## config.mk

```make
export PLATFORM = sky130hd
export DESIGN_NAME = sync_fifo
export DESIGN_NICKNAME = d
export VERILOG_FILES = /design/src/rtl/sync_fifo_pkg.sv /design/src/rtl/sync_fifo.sv
export SDC_FILE = /design/constraint.sdc
export NUM_CORES = 1
export LEC_CHECK = 0
export ABC_AREA = 1
export CAP_MARGIN = 10
export CORE_MARGIN = 2
export CORE_UTILIZATION = 60
export CTS_CLUSTER_DIAMETER = 30
export DETAILED_ROUTE_END_ITERATION = 8
export PLACE_DENSITY = 0.86
export SYNTH_ARGS = -nofsm -noshare
export SYNTH_HDL_FRONTEND = slang
export SYNTH_SLANG_ARGS = --single-unit
```

## constraint.sdc

```tcl
create_clock -name clk_i -period 4.5 [get_ports clk_i]
set_input_delay 0.9 -clock clk_i [delete_from_list [all_inputs] [get_ports clk_i]]
set_output_delay 0.9 -clock clk_i [all_outputs]
set_load 0.01 [all_outputs]
```

## src/rtl/sync_fifo_pkg.sv

```systemverilog
// Width helpers shared by the FIFO family: pointer and occupancy-counter sizing.
package sync_fifo_pkg;

    // Pointers need at least one bit even for the smallest legal depth.
    function automatic int fifo_ptr_bw(input int depth);
        return (depth > 2) ? $clog2(depth) : 1;
    endfunction

    function automatic int fifo_cnt_bw(input int depth);
        return $clog2(depth + 1);
    endfunction

endpackage

```

## src/rtl/sync_fifo.sv

```systemverilog
// Single-clock first-word-fall-through FIFO with active-low status flags.
// Any depth >= 2 is supported; pointers wrap explicitly rather than by overflow.
module sync_fifo
    import sync_fifo_pkg::*;
#(
    parameter int DATA_WIDTH = 8,
    parameter int FIFO_DEPTH = 16
) (
    input  logic                  clk_i,
    input  logic                  rst_i,
    input  logic                  enq_i,
    input  logic [DATA_WIDTH-1:0] din_i,
    input  logic                  deq_i,
    output logic [DATA_WIDTH-1:0] dout_o,
    output logic                  full_o_n,
    output logic                  empty_o_n
);

    localparam int PTR_BW = fifo_ptr_bw(FIFO_DEPTH);
    localparam int CNT_BW = fifo_cnt_bw(FIFO_DEPTH);

    localparam logic [PTR_BW-1:0] LAST_PTR  = PTR_BW'(FIFO_DEPTH - 1);
    localparam logic [CNT_BW-1:0] FULL_CNT  = CNT_BW'(FIFO_DEPTH);

    logic [DATA_WIDTH-1:0] mem [FIFO_DEPTH];
    logic [PTR_BW-1:0]     wr_ptr;
    logic [PTR_BW-1:0]     rd_ptr;
    logic [CNT_BW-1:0]     count;
    logic                  do_enq;
    logic                  do_deq;

    assign full_o_n  = (count != FULL_CNT);
    assign empty_o_n = (count != '0);

    // A full FIFO still takes a write when the head leaves in the same cycle.
    assign do_enq = enq_i & (full_o_n | deq_i);
    assign do_deq = deq_i & empty_o_n;

    assign dout_o = mem[rd_ptr];

    always_ff @(posedge clk_i) begin
        if (do_enq) begin
            mem[wr_ptr] <= din_i;
        end
    end

    always_ff @(posedge clk_i) begin
        if (rst_i) begin
            wr_ptr <= '0;
            rd_ptr <= '0;
            count  <= '0;
        end else begin
            if (do_enq) begin
                wr_ptr <= (wr_ptr == LAST_PTR) ? '0 : wr_ptr + PTR_BW'(1);
            end
            if (do_deq) begin
                rd_ptr <= (rd_ptr == LAST_PTR) ? '0 : rd_ptr + PTR_BW'(1);
            end
            case ({do_enq, do_deq})
                2'b10:   count <= count + CNT_BW'(1);
                2'b01:   count <= count - CNT_BW'(1);
                default: count <= count;
            endcase
        end
    end

endmodule

```

==> metrics.cfg <==
[status]
status=finished clean

[timing]
rsz0062_at_grt=no
fin_setup_tns_ns=0
finalHoldViolations=0
slew_viol_final=0
slew-limit-headroom_pct=14.6
clock_skew_ns=0.00830
period_minus_slack_ns=3.71
whs_ns=0.519
max_freq_mhz=270
finalSetupViolations=0
tightest_slew_ns=1.27
final.period_utilization_pct=82.5

[grt]
antenna_found_initial=0
grt_use_total_pct=26.7
grtUsageMet3_pct=5.89
top_usage_layer=met2
grtUsageMet2_pct=44.5
overflow=0
grt_max_degree=49
grt_pass1_wl_um=22100
grt_pass1_vias=4191
grt_use_met1_pct=34.1

[detailed_routing]
via_per_inst=5.90
drt_iter0_drc=570
post_drt_wl_per_cell_um=19.4
routed_wl_um=14100
dr.pass1.iters=7
num_vias=4298
drc=0
ant_nets=0

[placement]
hpwl_um=8610
placed_cell_area_mm2=0.00658
globalplace.congestion=0.880
numPortBuffers=21

[hold_path]
min-delay-start=rd_ptr[2]$_SDFFE_PP0N_
hold-path-cell-count=2
hold_end=rd_ptr[2]$_SDFFE_PP0N_
min_path_type=reg -> reg

[setup_path]
path_cells=buf_4, a21oi_1, o21ai_0, nand3_1, nand3_1, nand2_1, clkdlybuf4s50_1
worstPathRequired_ns=3.60
max_stage_delay_ns=0.64
crit_fanout=48
reg2reg_depth=16
start_kind=flop
crit_type=reg -> out
path_common_cell=nand3_1
critPathSlowestCell=dfxtp_4
cp.arrival_ns=2.81
reg2reg_slack_ns=2.10
timing.rr.end=count[4]$_SDFFE_PP0P_
worstReg2RegStart=count[0]$_SDFFE_PP0P_
cp-end-kind=output port

[die]
die_area_mm2=0.0112
boundaryPins=22
die_h_um=106
die_w_um=106
core_area_mm2=0.0102
rows=37
start_util_pct=61.0

[synthesis]
synth_compound_area_share_pct=11.2
synth-adder-area-share_pct=1.60
syn_nets=570
synth_top_area_cell=edfxtp_1
async_reset_ff_share_pct=0
synth-edff-count=128
yosys.area_share.simple_pct=11.9
synth_cell_types=26
synth.most_common_cell=edfxtp_1
yosys-top-cells-count=edfxtp_1 (128), inv_1 (88), nand2_1 (72)
synth_top_family_by_area=simple AND/OR/NAND/NOR gates
synth-xor-area-share_pct=0.421
seq_area_frac_synth_pct=67.1
yosysTopAreaCellShare_pct=61.6
synth_area_mm2=0.00624
yosys_warnings=0
synth-main-ff-cell=edfxtp_1
syn_avg_cell_area_um2=11.3
synthCells=550
synth_seq_cells=145
ys_top_cells_by_area=edfxtp_1 (62%), dfxtp_1 (5.5%), inv_1 (5.3%), nand3_1 (5.1%), nand2_1 (4.3%)
synth.mux.area_fraction_pct=0

[clock_tree]
htree_levels=4
hold_buffers=0
clk_pin_slew_ns=0.06
cts_tree=built
cts_root_buf=clkbuf_8
clock-sinks=145
cts_buffer_depth=2
clock_latency_ns=0.53
cts_resized=0
cts_setup_buffers=0
cts_buffers=17

[layout]
nets=599
multi_input_area_mm2=0.00157
drive_above_1_share_pct=11.0
fin_area_mm2=0.00715
antenna_cells=0
seqCellArea_mm2=0.00419
syn_to_final_growth_pct=14.6
num-fill-cells=670
fin_util_pct=69.9

[power_and_ir_drop]
finalPower_uw=3910
p_leak_uw=0.00267
ir_drop_mv=0.267
power.density_mw_per_mm2=547

[run]
max-cap-violations=0

[stage by stage]
step | instances | setup WS (ns)
floorplan | 550 | 1.93
global placement | 695 | 1.35
detailed placement | 695 | 1.26
CTS | 727 | 0.825
global route | 728 | 0.628
finish | 728 | 0.790
[registers in the layout, summed over array words and instances, names as in the netlist, named ones only]
register / count
wr_ptr: 4
rd_ptr: 4
count: 5
mem: 128
[cells in the final DEF, fill, tap and decap left out]
cell type and count:
edfxtp_1 128, inv_1 88, nand2_1 72, nand3_1 64
a21oi_1 42, o21ai_0 37, o211ai_1 22, clkdlybuf4s50_1 21
clkbuf_16 16, dfxtp_1 15, buf_4 14, nor3_1 13
o211ai_2 10, nor2_1 9, ha_1 8, inv_6 5
o21ai_1 3, inv_8 3, nor2_2 2, nand2_2 2
xnor2_1 2, clkinv_2 2, clkinvlp_4 2, clkinv_4 2
nand4_2 1, inv_2 1, nand3b_1 1, xor2_1 1
nand4_1 1, dfxtp_4 1, dfxtp_2 1, clkbuf_8 1
bufinv_16 1, clkbuf_4 1
[power by group]
group	internal, uW	switching, uW	leakage [uW]
Clock	752	580	0.000276
Combinational	364	571	0.00109
Sequential	1530	112	0.00130
[logic make-up (layout without fill, tap and decap cells)]
kind of cell / after synthesis / count (layout)
adder cells (fa/ha/maj): 8 / 8
AND/OR/NAND/NOR: 165 / 165
XOR/XNOR: 3 / 3
flip-flops: 145 / 145
AO/OA/AOI/OAI: 114 / 114
buffers and inverters: 115 / 157
[critical path, delay by kind of cell, from the launching register on]
kind,cells,cell delay (ns)
buffers and inverters,2,0.91
DFF,1,0.64
and+or+nand+nor,3,0.49
AOI/OAI and AO/OA,2,0.22
[metal layers]
| metal | share of wire (%) | vias up |
|---|---|---|
| met2 | 50 | 226 |
| met4 | 2.2 | 0 |
| met1 | 39 | 2059 |
| li1 | - | 1979 |
| met5 | 0 | - |
| met3 | 8.6 | 34 |
[layout make-up]
cell class | instances | share of cell area [%]
Tap cell | 136 | 2.38
Clock inverter | 15 | 2.10
Sequential cell | 145 | 58.6
Timing Repair Buffer | 36 | 4.52
Inverter | 89 | 4.67
Clock buffer | 17 | 5.79
Multi-Input combinational cell | 290 | 21.9
[worst max path at each step]
stage | to | depth (start not counted) | slack, ns
floorplan | count[2]$_SDFFE_PP0P_ | 14 | 1.93
global placement | count[4]$_SDFFE_PP0P_ | 17 | 1.35
detailed placement | count[4]$_SDFFE_PP0P_ | 17 | 1.26
CTS | dout_o[4] | 7 | 0.83
global route | dout_o[1] | 7 | 0.63
finish | dout_o[2] | 7 | 0.79
Power figures use the tool's default switching activity.
